[config.mk]
export PLATFORM = sky130hd
export DESIGN_NAME = mdu
export DESIGN_NICKNAME = d
export VERILOG_FILES = /design/src/rtl/mdu.sv
export SDC_FILE = /design/constraint.sdc
export NUM_CORES = 1
export LEC_CHECK = 0
export ABC_AREA = 0
export CORE_MARGIN = 5
export CORE_UTILIZATION = 48
export DETAILED_ROUTE_END_ITERATION = 16
export GPL_ROUTABILITY_DRIVEN = 0
export PLACE_DENSITY = 0.7
export SYNTH_ARGS = -nofsm -noshare
export SYNTH_HDL_FRONTEND = slang
export SYNTH_SLANG_ARGS = --single-unit
[constraint.sdc]
create_clock -name clk -period 6.9 [get_ports clk]
set_input_delay 1.38 -clock clk [delete_from_list [all_inputs] [get_ports clk]]
set_output_delay 1.38 -clock clk [all_outputs]
set_load 0.03 [all_outputs]
[src/rtl/mdu.sv]
// mdu: iterative 32x32 shift-add multiply / restoring divide into HI/LO; busy for 33 cycles, done pulses on the 34th.
// Start/HI/LO writes only accepted in IDLE (caller stalls on busy); MDU_DIV_EN compiles in the divide datapath.
module mdu #(
  parameter int DATA_WIDTH = 32
) (
  input  logic                  clk,
  input  logic                  resetn,
  input  logic                  start,
  input  logic [1:0]            op,
  input  logic [DATA_WIDTH-1:0] A,
  input  logic [DATA_WIDTH-1:0] B,
  input  logic                  hi_we,
  input  logic                  lo_we,
  output logic                  busy,
  output logic                  done,
  output logic [DATA_WIDTH-1:0] HI,
  output logic [DATA_WIDTH-1:0] LO
);
  localparam int W = DATA_WIDTH;

  typedef enum logic [1:0] {IDLE, CALC, FIX} state_t;

  state_t          state, state_nxt;
  logic [5:0]      cnt;
  logic            is_div;
  logic            neg_res;
  logic [W-1:0]    mcand;
  logic [2*W-1:0]  acc;

  logic            sign_a, sign_b;
  logic [W-1:0]    a_mag, b_mag;
  logic [W:0]      mul_sum;
  logic [2*W-1:0]  prod;

  // Only signed ops (op[0] == 0) take magnitudes; |0x80000000| wraps to itself and is used unsigned.
  assign sign_a = A[W-1] & ~op[0];
  assign sign_b = B[W-1] & ~op[0];
  assign a_mag  = sign_a ? ({W{1'b0}} - A) : A;
  assign b_mag  = sign_b ? ({W{1'b0}} - B) : B;

  assign mul_sum = {1'b0, acc[2*W-1:W]} + {1'b0, (acc[0] ? mcand : {W{1'b0}})};
  assign prod    = neg_res ? ({(2*W){1'b0}} - acc) : acc;

`ifdef MDU_DIV_EN
  logic            neg_rem;
  logic            b_zero;
  logic [W:0]      rem;
  logic [W+1:0]    rem_sh;
  logic [W+1:0]    trial;
  logic [W-1:0]    quot, remd;

  assign rem_sh = {rem, acc[W-1]};
  assign trial  = rem_sh - {2'b00, mcand};
  // Divide by zero falls out naturally: all-ones quotient, remainder = |A| re-signed to A.
  assign quot   = (neg_res && !b_zero) ? ({W{1'b0}} - acc[W-1:0]) : acc[W-1:0];
  assign remd   = neg_rem ? ({W{1'b0}} - rem[W-1:0]) : rem[W-1:0];
`endif

  assign busy = (state != IDLE);

  always_ff @(posedge clk or negedge resetn) begin
    if (!resetn) state <= IDLE;
    else         state <= state_nxt;
  end

  always_comb begin
    state_nxt = state;
    case (state)
      IDLE: begin
        if (start) begin
`ifdef MDU_DIV_EN
          state_nxt = CALC;
`else
          state_nxt = op[1] ? FIX : CALC;
`endif
        end
      end
      CALC:    if (cnt == 6'd31) state_nxt = FIX;
      FIX:     state_nxt = IDLE;
      default: state_nxt = IDLE;
    endcase
  end

  always_ff @(posedge clk or negedge resetn) begin
    if (!resetn) begin
      cnt     <= 6'd0;
      is_div  <= 1'b0;
      neg_res <= 1'b0;
      mcand   <= {W{1'b0}};
      acc     <= {(2*W){1'b0}};
      done    <= 1'b0;
      HI      <= {W{1'b0}};
      LO      <= {W{1'b0}};
`ifdef MDU_DIV_EN
      neg_rem <= 1'b0;
      b_zero  <= 1'b0;
      rem     <= {(W+1){1'b0}};
`endif
    end else begin
      done <= 1'b0;
      case (state)
        IDLE: begin
          if (start) begin
            is_div  <= op[1];
            neg_res <= sign_a ^ sign_b;
            cnt     <= 6'd0;
            if (op[1]) begin
              acc   <= {{W{1'b0}}, a_mag};
              mcand <= b_mag;
`ifdef MDU_DIV_EN
              rem     <= {(W+1){1'b0}};
              neg_rem <= sign_a;
              b_zero  <= (B == {W{1'b0}});
`endif
            end else begin
              acc   <= {{W{1'b0}}, b_mag};
              mcand <= a_mag;
            end
          end else begin
            if (hi_we) HI <= A;
            if (lo_we) LO <= A;
          end
        end
        CALC: begin
          cnt <= cnt + 6'd1;
`ifdef MDU_DIV_EN
          if (is_div) begin
            if (trial[W+1]) begin
              rem <= rem_sh[W:0];
              acc <= {acc[2*W-1:W], acc[W-2:0], 1'b0};
            end else begin
              rem <= trial[W:0];
              acc <= {acc[2*W-1:W], acc[W-2:0], 1'b1};
            end
          end else begin
            acc <= {mul_sum, acc[W-1:1]};
          end
`else
          acc <= {mul_sum, acc[W-1:1]};
`endif
        end
        FIX: begin
          done <= 1'b1;
          if (!is_div) begin
            HI <= prod[2*W-1:W];
            LO <= prod[W-1:0];
          end
`ifdef MDU_DIV_EN
          else begin
            HI <= remd;
            LO <= quot;
          end
`endif
        end
        default: ;
      endcase
    end
  end

endmodule

# After elaboration in Yosys (flattened, before gate mapping)
# Index checks and enable logic that the tools add are counted.
totals:
  romBits: 0
  in_bits: 71
  ramBits: 0
  reg_bits: 171
  wordCells: 59
  output_inout_bits: 66
  latch_bits: 0
  mem_count: 0
classes:
  div: 0
  shift: 0
  bitwise: 4
  multipliers: 0
  n_reduce_logical: 9
  n_eq_ne: 9
  add_sub_neg: 5
  mux: 23
  magnitude_cmp: 0
op_table:
  columns: ["operator", "count"]
  rows:
  - ["two-way mux 32 bit", 11]
  - ["two-way mux 64 bit", 2]
  - ["one-hot mux 32 bit (2 select lines)", 2]
  - ["one-hot mux 64 bit (2 select lines)", 1]
  - ["subtractor 1 x 32 -> 32 bit, first input constant", 2]
  - ["subtractor 1 x 64 -> 64 bit, first input constant", 1]
  - ["adder 32 x 32 -> 33 bit", 1]
  - ["inequality test 2 bit, second input constant", 6]
  - ["one-hot mux 6 bit (2 select lines)", 1]
  - ["AND reduction 4 bit", 2]
  - ["adder 6 x 1 -> 6 bit, second input constant", 1]
  - ["== test 6 x 5 -> 1 bit, second input constant", 1]
  - ["two-way mux 2 bit", 3]
  - ["two-way mux 6 bit", 1]
  - ["AND reduction 2 bit", 3]
  - ["nonzero test 2 bit", 3]
  - ["one-hot mux 2 bit (2 select lines)", 1]
  - ["AND 1 bit", 2]
  - ["== test 2 x 1 -> 1 bit, second input constant", 1]
  - ["== test 2 bit, second input constant", 1]
  - ["logical NOT 2 bit", 1]
  - ["two-way mux 1 bit", 1]
  - ["inverter 1 bit", 1]
  - ["XOR 1 bit", 1]

# Depth between registers and ports, before layout
# Gate-level depths: netlist of the first run.
depth:
  depth_word: 6
  depth_mapped: 13
  ltp_nobuf: 11

# Worst setup path before layout of the first run
# Ideal clock, no wire load.
synth_path:
  path_type: "register to register"
  start: "register acc[0]"
  end: "register acc[53]"
  stages_incl_launch_ff: 14
  setup_time_ns: 0.096
  path_buffers: 2
  synth_period_minus_slack_ns: 3.756
  arrival_time_ns: 3.660
  t_required_ns: 6.804
  setup_slack_ns: 3.144
  cell_sequence: "dfrtp_1 > clkbuf_1 > clkbuf_1 > and2_1 > ha_1 > inv_1 > fa_1 > nand2b_1 > a21oi_1 > nor2_1 > or4b_1 > a2111oi_1 > nor3_1 > o31ai_1"
synth_via:
  elab_chain_len: 3
synth_lines:
  columns: ["item", "line_no", "rtl"]
  rows:
  - ["start, declared", "28", "logic [2*W-1:0] acc;"]
  - ["start signal, assigned", "90", "acc <= {(2*W){1'b0}};"]
  - ["start signal, assigned", "108", "acc <= {{W{1'b0}}, a_mag};"]
  - ["start signal, assigned", "116", "acc <= {{W{1'b0}}, b_mag};"]
  - ["two-way mux 32 bit", "41", "assign mul_sum = {1'b0, acc[2*W-1:W]} + {1'b0, (acc[0] ? mcand : {W{1'b0}})};"]
  - ["adder 32 x 32 -> 33 bit", "41", null]
  - ["one-hot mux 64 bit (2 select lines)", "101", "case (state)"]
# No other way between the ends.
# A chain may end at the register's enable or synchronous reset.

# Final worst setup path of the first run
layout_path:
  start: "input port A[2]"
  end: "register acc[23]"
layout_via:
  elab_chain_len: 5
layout_lines:
  columns: ["item", "line_no", "rtl"]
  rows:
  - ["start, declared", "10", "input logic [DATA_WIDTH-1:0] A,"]
  - ["subtractor 1 x 32 -> 32 bit", "38", "assign a_mag = sign_a ? ({W{1'b0}} - A) : A;"]
  - ["two-way mux 32 bit", "38", null]
  - ["two-way mux 32 bit", "107", "if (op[1]) begin"]
  - ["two-way mux 64 bit", "103", "if (start) begin"]
  - ["one-hot mux 64 bit (2 select lines)", "101", null]
  - ["end signal, assigned", "108", null]
  - ["end signal, assigned", "116", null]
  - ["end signal, assigned", "139", "acc <= {mul_sum, acc[W-1:1]};"]
# No other way between the ends. The select of a mux whose other input is x is not followed.

==> results by group, run 1 <==
CTS
  • H-tree Lvls: 4
  • Num CTS Buffers: 17
  • Post-CTS Setup Repair Bufs: 0
  • Clock Path Buffers: 2
  • Sink Count: 171
  • Post_cts resized: 0
  • TritonCTS clock tree: done
  • Clk_lat worst skew: 450 ps
  • Clk slew on worst S/H paths: about 80 ps
  • # hold bufs at CTS: 0
  • Clock Root Buffer: clkbuf_16

Critical path
  • Critical path data required time: between 7000 and 8000 ps
  • R2R depth: 12
  • Worst path slowest cell: nor4_1
  • Worst path cell trace: clkdlybuf4s50_1 > nor4_1 > nand3_1 > nor3_1 > a21oi_1 > xnor2_1 > mux2i_1 > a221o_1
  • Max incr delay on CP: around 670 ps
  • Critical path class: in -> reg
  • Worst path arrival time: 4380 ps
  • Peak fanout along the critical path: 7
  • Crit start category: primary input
  • CP Capture Type: register
  • End of the worst register-to-register path: acc[53]
  • R2R setup slack: roughly 3200 ps
  • RR Startpoint: acc[0]

Place
  • Worst slack, placed: 2450 ps
  • Placed cell area: between 10000 and 15000 sq um
  • Port-buffer cells: 136
  • Dpl hpwl: between 30000 and 40000 microns

STA
  • Crit path time final: 4060 ps
  • Tightest Pin Transition: about 1200 ps
  • Unrepaired setup endpoints after global routing: no
  • Slew headroom: between 15 and 20%
  • Hold Violations, Final: 0
  • Layout Skew: about 17 ps
  • Max Clk Rate: between 200 and 250 MHz
  • Fin. max-slew vios: 0
  • Fin Setup TNS: 0 ps
  • Endpoints failing setup: 0
  • Final period util: between 50% and 60%
  • Worst Slack Setup Final: approximately 2800 ps

Final layout
  • Area of the multi-input gates: 7340 sq um
  • Synth-to-layout area growth: 17.4%
  • Fill cells: 2370
  • N_diodes: 0
  • FF+latch area: approximately 4300 sq um
  • Final Net Count: ~1.6k
  • Share of layout cells above drive strength 1: under 10%
  • Fin area: between 10000 and 15000 sq um

Die
  • Die height: approximately 170 microns
  • Core Box Area: ~25000 sq um
  • # IOs: about 140
  • FP Rows: 58
  • Starting density of the core: around half
  • Die area: between 20000 and 30000 sq um
  • Die W: 168 microns

Power
  • Max IR drop VDD: 363 uV
  • Leakage: ~5.7 nW
  • P per Cell Area: between 400 and 500 nW/um^2

Yosys
  • Async S/R FF share, synth: 100%
  • Post-synthesis cell type count: between 70 and 80
  • Synth warnings: 0
  • Synthesized cell area: about 12000 sq um
  • Register area share after synthesis: 35.5%
  • Syn nets: roughly 1.6k
  • Post-synth EDFFs: 0
  • FF+latch count, synth: roughly 170
  • Post-Syn Instances: about 1.4k
  • Average cell area after synthesis: between 8 and 9 sq um
  • Main flop type after synthesis: dfrtp_1

Detailed routing
  • Pre-Repair DR Iteration Count: 6
  • Via count: 11.9k
  • Vias per inst: approximately 6.4
  • ANT nets after route: 0
  • Initial DRC Count: between 1k and 1.5k
  • DRC Markers: 0
  • Routed WL per cell: around 23 microns
  • WL final: ~42000 microns

Worst hold path
  • HP Start: LO[9]
  • Hold Path Depth: 2
  • Hold crit path type: reg -> reg
  • Sink of the worst hold path: LO[9]

Global routing
  • Largest net degree at the start of global routing: 69
  • Tot GR Track Use: 29.2%
  • Grt ovf: 0
  • First-pass GRT wire length: 64300 microns
  • Vias in the first global route: 10.9k
  • Initial antenna violation count: 0

Status
  • Status: completed

Flow run
  • Max Cap Violations: 0
how the worst max path moves through the flow:
| stage | startpoint | to | slack, ps | cells after the start |
|---|---|---|---|---|
| 3_3_place_gp | A[2] | acc[23] | 2580 | 8 |
| 6_report | A[2] | acc[23] | 2840 | 8 |
| 4_1_cts | A[2] | acc[23] | 2890 | 8 |
| 3_5_place_dp | A[2] | acc[23] | 2450 | 8 |
| 2_1_floorplan | acc[0] | acc[53] | 3140 | 13 |
| 5_1_grt | A[2] | acc[23] | 2650 | 8 |
area by class of cell:
cell class,count,area share [%]
multi-input combinational,1159,51.9
inverter,23,0.611
clock inverter,15,1.05
timing repair buffer,148,10.2
tap,330,2.92
clock buffer,17,3.01
sequential,171,30.3
critical path: cells and delay by family:
kind | cells | cell delay [ps]
xor gates and xnor gates | 1 | 220
and+or+nand+nor | 3 | 1610
AOI/OAI and AO/OA | 2 | 460
buffers and inverters | 1 | 590
muxes | 1 | 110
where the power goes:
| group | internal (mW) | total, mW | switching, mW | leakage (nW) |
|---|---|---|---|---|
| clock | 0.482 | 0.967 | 0.484 | 0.271 |
| combinational | 1.31 | 3.28 | 1.97 | 3.38 |
| sequential | 1.46 | 2.11 | 0.646 | 2.10 |
| total | 3.25 | 6.36 | 3.10 | 5.75 |
flip-flops by register name, indices dropped and copies added, names as in the netlist, 2 cells and up:
signal	flops
HI	32
LO	32
acc	64
state	2
mcand	32
cnt	6
synth_stat cells, types with 4 or more instances:
| master | n | share of area [%] |
|---|---|---|
| a211oi_1 | 14 | 0.87 |
| nor2b_1 | 7 | 0.36 |
| o31ai_1 | 46 | 2.9 |
| or4_1 | 10 | 0.62 |
| a221oi_1 | 22 | 1.6 |
| xnor2_1 | 60 | 4.4 |
| nand4_1 | 14 | 0.73 |
| o21ai_0 | 130 | 5.4 |
| nand3_1 | 29 | 1.2 |
| dfrtp_1 | 171 | 36 |
| a21oi_1 | 94 | 3.9 |
| a22oi_1 | 23 | 1.4 |
| mux2i_1 | 13 | 1.1 |
| buf_1 | 14 | 0.44 |
| nand2_1 | 156 | 4.9 |
| o221ai_1 | 35 | 2.5 |
| nand2b_1 | 15 | 0.78 |
| o211ai_1 | 9 | 0.56 |
| nor4_1 | 15 | 0.78 |
| and3_1 | 13 | 0.67 |
| o21a_1 | 5 | 0.31 |
| a31oi_1 | 10 | 0.52 |
| a21o_1 | 21 | 1.3 |
| nor3_1 | 32 | 1.3 |
| xor2_1 | 82 | 6.0 |
| a221o_1 | 5 | 0.42 |
| o21ai_1 | 4 | 0.17 |
| a31o_2 | 4 | 0.29 |
| o41ai_1 | 12 | 0.87 |
| ha_1 | 36 | 3.7 |
| clkbuf_1 | 80 | 2.5 |
| and2_1 | 32 | 1.7 |
| or3_1 | 14 | 0.73 |
| or2_2 | 6 | 0.31 |
| nor2_1 | 139 | 4.3 |
| inv_1 | 22 | 0.69 |
through the flow:
step	hold slack [ps]	cells	util, %	power, mW
floorplan	442	1448	-	4.10
global placement	458	1831	54.3	5.25
detailed placement	469	1831	54.3	5.31
CTS	484	1863	56.6	6.29
global route	503	1863	56.6	6.73
finish	479	1863	56.6	6.36
per-layer routing:
layer  GRT usage (%)  part of all wire, %
met5               0                    0
met4            12.6                  4.3
met3            4.84                   10
met2            42.2                   42
met1            43.0                   43
placed cells by master, fill, tap and decap left out, types with 5 or more instances in the layout:
master           netlist  layout
a31oi_1               10      10
and2_1                32      32
nand3_1               29      29
o211ai_1               9       9
nor2b_1                7       6
or4_1                 10      10
xor2_1                82      82
o41ai_1               12      12
nor4_1                15      15
o221ai_1              35      35
a221o_1                5       5
nand4_1               14      14
mux2i_1               13      13
clkbuf_16              0      17
inv_1                 22      22
a22oi_1               23      23
nor2_1               139     136
nand2b_1              15      14
o31ai_1               46      46
o21ai_0              130     130
a21o_1                21      21
ha_1                  36      36
nand2_1              156     155
nor3_1                32      32
a21oi_1               94      94
inv_8                  0       6
o21a_1                 5       5
a221oi_1              22      22
dfrtp_1              171     170
buf_4                  0      12
or2_2                  6       6
clkdlybuf4s50_1        0     134
or3_1                 14      14
a211oi_1              14      14
xnor2_1               60      60
and3_1                13      13
kinds of logic (layout without fill, tap and decap cells):
logic type | after synthesis | after routing | synth area share [%]
muxes | 14 | 14 | 1.17
DFF | 171 | 171 | 35.5
xor gates and xnor gates | 142 | 142 | 10.3
and+or+nand+nor | 508 | 508 | 20.5
adders and majority gates | 37 | 37 | 3.90
buffers and inverters | 118 | 203 | 3.74
AOI/OAI and AO/OA | 458 | 458 | 24.9
Power figures use the tool's default switching activity.
==> inputs of run 2 (changes only) <==
Clock period 6.9 ns to 4 ns, I/O delays scaled along.
==> results by group, run 2 (synthesis results as in run 1) <==
STA
  • Max Clk Rate: between 200 and 300 MHz
  • Layout Skew: 10.8 ps (was 17.2 ps)
  • Unrepaired setup endpoints after global routing: no (unchanged)
  • Fin Setup TNS: 0 ps (unchanged)
  • Crit path time final: ~3500 ps
  • Tightest Pin Transition: 1060 ps (was 1230 ps)
  • Final period util: approximately 87%
  • Endpoints failing setup: 0 (unchanged)
  • Fin. max-slew vios: 0 (unchanged)
  • Hold Violations, Final: 0 (unchanged)
  • Slew headroom: 29.4% (was 18.2%)

Critical path
  • Critical path data required time: 4340 ps (was 7220 ps)
  • Peak fanout along the critical path: 9 (was 7)
  • R2R setup slack: 510 ps (was 3190 ps)
  • Critical path class: reg -> reg (was in -> reg)
  • Worst path arrival time: 3820 ps (was 4380 ps)
  • CP Capture Type: register (unchanged)
  • Crit start category: register (was primary input)

Power
  • P per Cell Area: 775 nW/um^2 (was 449 nW/um^2)
  • Leakage: 5.91 nW (was 5.75 nW)
  • Max IR drop VDD: 552 uV (was 363 uV)

Final layout
  • Commonest cells after routing, fill and taps aside: 170 x dfrtp_1, 155 x nand2_1, 136 x nor2_1, 134 x clkdlybuf4s50_1, 130 x o21ai_0 (unchanged)
  • Largest reg by FF count: acc (unchanged)
  • Share of layout cells above drive strength 1: 6.36% (was 4.96%)
  • Fill cells: 2289 (was 2370)
  • Max FFs per register: 64 (unchanged)
  • Synth-to-layout area growth: 19.5% (was 17.4%)
  • Final Net Count: 1652 (was 1628)
  • Fin area: 14400 sq um (was 14100 sq um)
  • N_diodes: 0 (unchanged)
  • Commonest non-fill, non-tap cell in the layout: dfrtp_1 (unchanged)

Detailed routing
  • WL final: 43600 microns (was 42500 microns)
  • ANT nets after route: 0 (unchanged)
  • Pre-Repair DR Iteration Count: 6 (unchanged)
  • Routed WL per cell: 23.1 microns (was 22.8 microns)
  • Via count: 12.2k (was 11.9k)
  • Initial DRC Count: 1546 (was 1357)
  • Vias per inst: 6.44 (was 6.37)
  • DRC Markers: 0 (unchanged)

CTS
  • TritonCTS clock tree: done (unchanged)
  • Clk_lat worst skew: 440 ps (was 450 ps)
  • Post_cts resized: 0 (unchanged)
  • Sink Count: 171 (unchanged)
  • Clock Path Buffers: 2 (unchanged)
  • Post-CTS Setup Repair Bufs: 0 (unchanged)
  • Num CTS Buffers: 17 (unchanged)
  • Clk slew on worst S/H paths: 70 ps (was 80 ps)
  • H-tree Lvls: 4 (unchanged)
  • Clock Root Buffer: clkbuf_16 (unchanged)
  • # hold bufs at CTS: 0 (unchanged)

Die
  • Die height: 168 microns (unchanged)
  • # IOs: 137 (unchanged)
  • FP Rows: 58 (unchanged)
  • Die W: 168 microns (unchanged)
  • Core Box Area: 25000 sq um (unchanged)
  • Starting density of the core: 48.3% (unchanged)
  • Die area: 28400 sq um (unchanged)

Global routing
  • Largest net degree at the start of global routing: 88 (was 69)
  • Tot GR Track Use: 29.9% (was 29.2%)
  • Initial antenna violation count: 0 (unchanged)
  • First-pass GRT wire length: 66300 microns (was 64300 microns)
  • Vias in the first global route: 11.2k (was 10.9k)
  • Grt ovf: 0 (unchanged)

Status
  • Status: completed (unchanged)

Place
  • Port-buffer cells: 136 (unchanged)
  • Dpl hpwl: 33300 microns (was 32100 microns)
  • Placed cell area: 13800 sq um (was 13600 sq um)

Flow run
  • Max Cap Violations: 0 (unchanged)

Worst hold path
  • Hold crit path type: in -> async (was reg -> reg)
run 2: routing by layer:
metal	GRT usage (%)	share of wire [%]	up-vias
li1	-	-	5503
met3	6.29	10	104
met2	44.8	44	756
met5	0	0	-
met1	42.9	42	5797
met4	11.0	3.6	0
run 2: cell type report:
type / instances / area, sq um / area share [%]
Timing Repair Buffer: 172 / 1670 / 11.6
Tap cell: 330 / 413 / 2.87
Inverter: 23 / 86.3 / 0.600
Clock inverter: 13 / 166 / 1.16
Clock buffer: 19 / 443 / 3.08
Sequential cell: 171 / 4280 / 29.7
Multi-Input combinational cell: 1159 / 7340 / 51.0
run 2: metrics by stage:
stage          utilization (%)  setup slack [ps]  std cells  hold WS [ps]  total power [mW]
2_1_floorplan                -               244       1448           442              7.07
3_3_place_gp              55.2               382       1855           456              9.17
3_5_place_dp              55.2               443       1855           465              9.26
4_1_cts                   57.7               549       1887           479              11.0
5_1_grt                   57.7               256       1887           494              11.8
6_report                  57.7               515       1887           425              11.2
run 2: worst max-delay path, stage by stage, from the launching register on:
cell and delay, ps:
dfrtp_1 430, and2_1 160, ha_1 180, inv_1 60, fa_1 390, nand2b_1 190
a21oi_1 300, nor2_1 140, or4b_1 620, a2111oi_1 410, buf_4 230, nor3_1 60
o31ai_1 220
run 2: where the power goes:
group	switching, mW	leakage, nW	total, mW	internal (mW)
registers	1.05	2.10	3.57	2.52
logic	3.50	3.51	5.82	2.32
clock network	0.757	0.296	1.77	1.01
total	5.31	5.91	11.2	5.85
run 2: final timing paths:
| check | startpoint | cells after the start | end |
|---|---|---|---|
| worst min register to register | mcand[11] | 2 | mcand[11] |
| min in group clk | mcand[11] | 2 | mcand[11] |
| worst max-delay path | acc[0] | 12 | acc[53] |
| max in group asynchronous | resetn | 2 | mcand[3] |
| worst max register to register | acc[0] | 12 | acc[53] |
| worst min-delay path | resetn | 1 | LO[10] |
